[config.mk]
export PLATFORM = sky130hd
export DESIGN_NAME = division_unit
export DESIGN_NICKNAME = d
export VERILOG_FILES = /design/src/rtl/division_unit.sv
export SDC_FILE = /design/constraint.sdc
export NUM_CORES = 1
export LEC_CHECK = 0
export BUFFER_PORTS_ARGS = -buffer_cell sky130_fd_sc_hd__buf_2
export CORE_UTILIZATION = 37
export DETAILED_ROUTE_END_ITERATION = 8
export PLACE_DENSITY = 0.62
export SYNTH_ARGS = -nofsm -noshare
export SYNTH_HDL_FRONTEND = slang
export SYNTH_SLANG_ARGS = --single-unit
[constraint.sdc]
create_clock -name clock -period 6.1 [get_ports clock]
set_clock_uncertainty 0.05 [all_clocks]
set_input_delay 0.61 -clock clock [delete_from_list [all_inputs] [get_ports clock]]
set_output_delay 0.61 -clock clock [all_outputs]
set_load 0.02 [all_outputs]
[src/rtl/division_unit.sv]
// division_unit: sequential restoring shift-subtract divider (unsigned).
//   A Start pulse seen in IDLE latches Dividend/Divisor. The unit then produces
//   one quotient bit per clock and publishes Quotient/Remainder/DivByZero
//   together with a one-cycle Done strobe.
// Ports:
//   clock      - system clock, rising edge
//   reset      - synchronous, active-high
//   Start      - request, only looked at in IDLE
//   Dividend   - unsigned dividend, WIDTH bits
//   Divisor    - unsigned divisor, WIDTH bits
//   Quotient   - registered quotient, written on DONE entry
//   Remainder  - registered remainder, written on DONE entry
//   Busy       - high while in RUN or DONE
//   Done       - high for exactly the one DONE cycle
//   DivByZero  - registered divide-by-zero flag, written with the results
module division_unit #(
    parameter int unsigned WIDTH = 4
) (
    input  logic             clock,
    input  logic             reset,
    input  logic             Start,
    input  logic [WIDTH-1:0] Dividend,
    input  logic [WIDTH-1:0] Divisor,
    output logic [WIDTH-1:0] Quotient,
    output logic [WIDTH-1:0] Remainder,
    output logic             Busy,
    output logic             Done,
    output logic             DivByZero
);

    localparam int unsigned CNT_W = (WIDTH > 2) ? $clog2(WIDTH) : 1;
    localparam logic [CNT_W-1:0] CNT_LAST = CNT_W'(WIDTH - 1);

    typedef enum logic [1:0] {
        S_IDLE = 2'd0,
        S_RUN  = 2'd1,
        S_DONE = 2'd2
    } state_t;

    state_t           state;
    logic [WIDTH-1:0] a_reg;
    logic [WIDTH-1:0] q_reg;
    logic [WIDTH-1:0] m_reg;
    logic [CNT_W-1:0] cnt;

    logic [WIDTH:0]   a_shift;
    logic [WIDTH:0]   trial;
    logic             accept;
    logic [WIDTH-1:0] a_next;
    logic [WIDTH-1:0] q_next;

    // One restoring step. a_shift keeps the bit shifted out of A, so the trial
    // subtraction is WIDTH+1 bits and its MSB is the borrow. A restored
    // remainder is always below M, so it fits back into WIDTH bits.
    always_comb begin
        a_shift = {a_reg, q_reg[WIDTH-1]};
        trial   = a_shift - {1'b0, m_reg};
        accept  = ~trial[WIDTH];
        a_next  = accept ? trial[WIDTH-1:0] : a_shift[WIDTH-1:0];
        q_next  = {q_reg[WIDTH-2:0], accept};
    end

    // Control FSM and datapath registers; all outputs are registered here.
    always_ff @(posedge clock) begin
        if (reset) begin
            state     <= S_IDLE;
            a_reg     <= '0;
            q_reg     <= '0;
            m_reg     <= '0;
            cnt       <= '0;
            Quotient  <= '0;
            Remainder <= '0;
            Busy      <= 1'b0;
            Done      <= 1'b0;
            DivByZero <= 1'b0;
        end else begin
            case (state)
                S_IDLE: begin
                    if (Start) begin
                        Busy <= 1'b1;
                        if (Divisor != '0) begin
                            m_reg <= Divisor;
                            q_reg <= Dividend;
                            a_reg <= '0;
                            cnt   <= CNT_LAST;
                            state <= S_RUN;
                        end else begin
                            // Divide by zero skips the iterations entirely.
                            Quotient  <= '1;
                            Remainder <= Dividend;
                            DivByZero <= 1'b1;
                            Done      <= 1'b1;
                            state     <= S_DONE;
                        end
                    end
                end
                S_RUN: begin
                    a_reg <= a_next;
                    q_reg <= q_next;
                    if (cnt == '0) begin
                        Quotient  <= q_next;
                        Remainder <= a_next;
                        DivByZero <= 1'b0;
                        Done      <= 1'b1;
                        state     <= S_DONE;
                    end else begin
                        cnt <= cnt - CNT_W'(1);
                    end
                end
                S_DONE: begin
                    Busy  <= 1'b0;
                    Done  <= 1'b0;
                    state <= S_IDLE;
                end
                default: begin
                    Busy  <= 1'b0;
                    Done  <= 1'b0;
                    state <= S_IDLE;
                end
            endcase
        end
    end

endmodule
==> run summary <==
The overall die area is 3900 sq um. The count of different cell masters after synthesis came out at 41. The flow ran to the end, and the final reports show no timing, DRC or antenna violations. The Yosys warning count came out at 0. For this run, the leading register cell type out of synthesis is sky130_fd_sc_hd__dfxtp_1. The clock latency reported for the late side of the worst-skew pair is 320 ps. The overall die height is 62.4 um. Sorting the synthesized cells by area gives the leading types as sky130_fd_sc_hd__dfxtp_1, sky130_fd_sc_hd__nor2_1, sky130_fd_sc_hd__ha_1, sky130_fd_sc_hd__mux2i_1, sky130_fd_sc_hd__inv_1. The critical path goes through inv_1, ha_1, fa_1, nand2b_1, a21oi_1, xnor2_1, mux2_2, o32ai_1.

After the first detailed-routing iteration, the DRC count stood at 19. The first global-routing pass estimated 4.53 mm of wire. The clock-pin transition on the worst setup and hold timing paths is 140 ps. For the worst setup path, the data required time is 6290 ps. The aggregate routed wire length is 2.70 mm.

The post-route DRC violation count is 0. The number of top-level pins came out at 22. The net switching power is 0.130 mW. The worst hold path terminates at Done. The antenna diode count came out at 0. Together, buffers and inverters on the worst path number 1. The number of synthesized register bits came out at 27. The headroom to the max-slew limit is 47.5%. The clock net sink count came out at 27. The instance area after placement came out at 1470 sq um. From synthesis to final layout, the design area changed by 10.6%.

The cell count after synthesis came out at 152. The hold violation total from the final report came out at 0. Summing over every cut layer, the via total after detailed routing is 1094.

In the final layout, the share of cells above drive strength 1 is 19.4%. The final weighted congestion of routability-driven global placement is 0.770. Net switching is 32.9% of the power. Once detail routing completed, the nets flagged for antenna violations numbered 0. In this run the critical register-to-register path is launched from q_reg[3].

The number of instances resized during post-cts repair came out at 0. CTS built an H-tree with a depth of 1. The number of vias per cell after detailed routing came out at 5.06. The row count came out at 21.

The total grt overflow is 0. In the layout the commonest cells are sky130_fd_sc_hd__dfxtp_1, sky130_fd_sc_hd__nor2_1, sky130_fd_sc_hd__buf_2. The worst setup path is captured at a register.

The final critical-path share of the clock period came out at 37.9%. The die boundary width came out at 62.4 um. The setup check on the worst reg-to-reg path leaves a slack of 3790 ps. The worst path setup slack after routing is 3790 ps. The worst hold path was traced through 2 stages. Detailed placement finished with a half-perimeter wire length of 1.98 mm.

The clock network accounts for 19.4% of the total power. Buffers inserted to repair hold after CTS numbered 0. The count of endpoints failing setup in the final report is 0.

The worst-case clock buffer depth is 2. The cell area after layout came out at 1490 sq um. The synthesized design devotes to its leading area cell type 40.0% of total area. The number of antenna violations at the first check in global routing came out at 0. The initial standard-cell utilization of the core came out at 39.6%. Global routing used 14.5% of the available tracks. After the last flow step, the layout net total stands at 188. The via count of the first global-routing pass came out at 1036. The cell internal power dissipation is 0.264 mW. The synthesized netlist net count is 169.

The setup path with the least slack is of type reg -> reg. On the worst path, the slowest cell contributes a delay of 420 ps. At the pin with the least slew margin, the transition time is 785 ps. Static timing analysis puts the maximum clock frequency at 432 MHz. The largest net degree at the start of global routing came out at 32.

The overall power after layout came out at 0.394 mW. The peak supply drop is 0.133 mV. In this run the worst path has a maximum fanout of 7.

Grouping stages by cell kind, the critical path spends the most delay in adder cells. The most common library cell in the layout ignoring fill and taps is sky130_fd_sc_hd__dfxtp_1. At the placement stage, the worst setup path has a slack of 3820 ps. The worst hold path begins at Done.

The count of final max-slew check failures came out at 0. The routed length per instance came out at 12.5 um. In this run the clock root is driven by a sky130_fd_sc_hd__clkbuf_4. For the finished layout, the period the worst path requires is 2310 ps.

The power per cell area came out at 264 nW/um^2. The post-route core utilization is 43.7%. The mapped cell area is 1350 sq um.

The synthesized area per cell is 8.89 sq um. The number of I/O port buffers is 21. Counting the fill cells in the layout gives 368. The number of cells on the worst reg-to-reg path is 8.

The combinational fraction of design power is 28.2%. The placeable core area came out at 3420 sq um. sky130_fd_sc_hd__dfxtp_1 takes more of the synthesized area than any other cell. The share of total power in sequential cells is 52.3%. The min-delay analysis places its worst path in the category reg -> reg. The launching element type of the critical path is a register. The number of iterations in the first detailed-routing pass came out at 4. Setup repair after global routing left no endpoint under its margin. In this run, synthesis inferred 0 flip-flops with an integrated enable. The capture instance of the worst register-to-register path is a_reg[0]. The max-cap check violation count is 0. Post-CTS timing repair inserted 0 buffers for setup. TritonCTS built the clock tree. In the final timing run, aggregate negative setup slack is 0 ps. The leakage power is 0.621 nW. The total CTS buffers is 3. The data arrival time of the worst path is 2500 ps.

The part of the Yosys area used for sequential elements came out at 40.0%. The proportion of register bits with asynchronous set or reset after synthesis came out at 0%. Among all stages on the critical path, the largest delay is contributed by sky130_fd_sc_hd__mux2_2.
## power by group through the flow
stage / Combinational [mW] / Clock, mW / Sequential, mW
6_report: 0.111 / 0.0767 / 0.206
5_1_grt: 0.125 / 0.0862 / 0.209
4_1_cts: 0.112 / 0.0807 / 0.206
3_5_place_dp: 0.112 / 0 / 0.210
3_3_place_gp: 0.109 / 0 / 0.210
2_1_floorplan: 0.0794 / 0 / 0.216
## cell families after synthesis
group | synth area share, %
mux | 6.11
flops | 40.0
buf+inv | 7.04
simple gates | 23.5
xor+xnor | 1.30
compound gates | 15.9
fa+ha+maj | 6.11
## Yosys cell counts (2+ instances only)
master,count
sky130_fd_sc_hd__a211oi_1,2
sky130_fd_sc_hd__a21oi_1,7
sky130_fd_sc_hd__a311oi_1,4
sky130_fd_sc_hd__a31oi_1,3
sky130_fd_sc_hd__and2_1,2
sky130_fd_sc_hd__buf_6,2
sky130_fd_sc_hd__clkbuf_1,3
sky130_fd_sc_hd__dfxtp_1,27
sky130_fd_sc_hd__ha_1,5
sky130_fd_sc_hd__inv_1,13
sky130_fd_sc_hd__mux2_2,2
sky130_fd_sc_hd__mux2i_1,6
sky130_fd_sc_hd__nand2_1,10
sky130_fd_sc_hd__nand2b_1,3
sky130_fd_sc_hd__nor2_1,26
sky130_fd_sc_hd__nor2b_1,2
sky130_fd_sc_hd__nor3_1,7
sky130_fd_sc_hd__o21ai_1,2
sky130_fd_sc_hd__o32ai_1,3
sky130_fd_sc_hd__xnor2_1,2
## layer usage
layer | wire, um | track usage [%]
met5 | 0 | 0
met4 | 20 | 5.23
met3 | 83 | 1.82
met2 | 1270 | 24.5
met1 | 1320 | 18.8
## cell type report
type | instances | area [sq um] | area share (%)
Tap cell | 46 | 57.6 | 3.85
Inverter | 13 | 48.8 | 3.27
Timing Repair Buffer | 21 | 105 | 7.04
Clock buffer | 4 | 26.3 | 1.76
Sequential cell | 27 | 541 | 36.2
Multi-Input combinational cell | 105 | 716 | 47.9
## worst max-delay path by stage
stage	startpoint	to	slack [ps]	depth (start not counted)
2_1_floorplan	q_reg[3]	a_reg[1]	4010	8
3_3_place_gp	q_reg[3]	a_reg[1]	3910	8
3_5_place_dp	q_reg[3]	a_reg[0]	3820	8
4_1_cts	q_reg[3]	a_reg[0]	3800	8
5_1_grt	q_reg[3]	a_reg[0]	3630	8
6_report	q_reg[3]	a_reg[0]	3790	8
## worst reg2reg max path, cell delays in order, from the launching register on
cell,delay [ps]
sky130_fd_sc_hd__dfxtp_1,360
sky130_fd_sc_hd__inv_1,50
sky130_fd_sc_hd__ha_1,210
sky130_fd_sc_hd__fa_1,370
sky130_fd_sc_hd__nand2b_1,180
sky130_fd_sc_hd__a21oi_1,160
sky130_fd_sc_hd__xnor2_1,320
sky130_fd_sc_hd__mux2_2,420
sky130_fd_sc_hd__o32ai_1,110
## stage by stage
stage | hold WS (ps) | cells
2_1_floorplan | 388 | 152
3_3_place_gp | 398 | 212
3_5_place_dp | 397 | 212
4_1_cts | 425 | 216
5_1_grt | 456 | 216
6_report | 420 | 216
No activity file was read; power rests on OpenSTA's default activity.
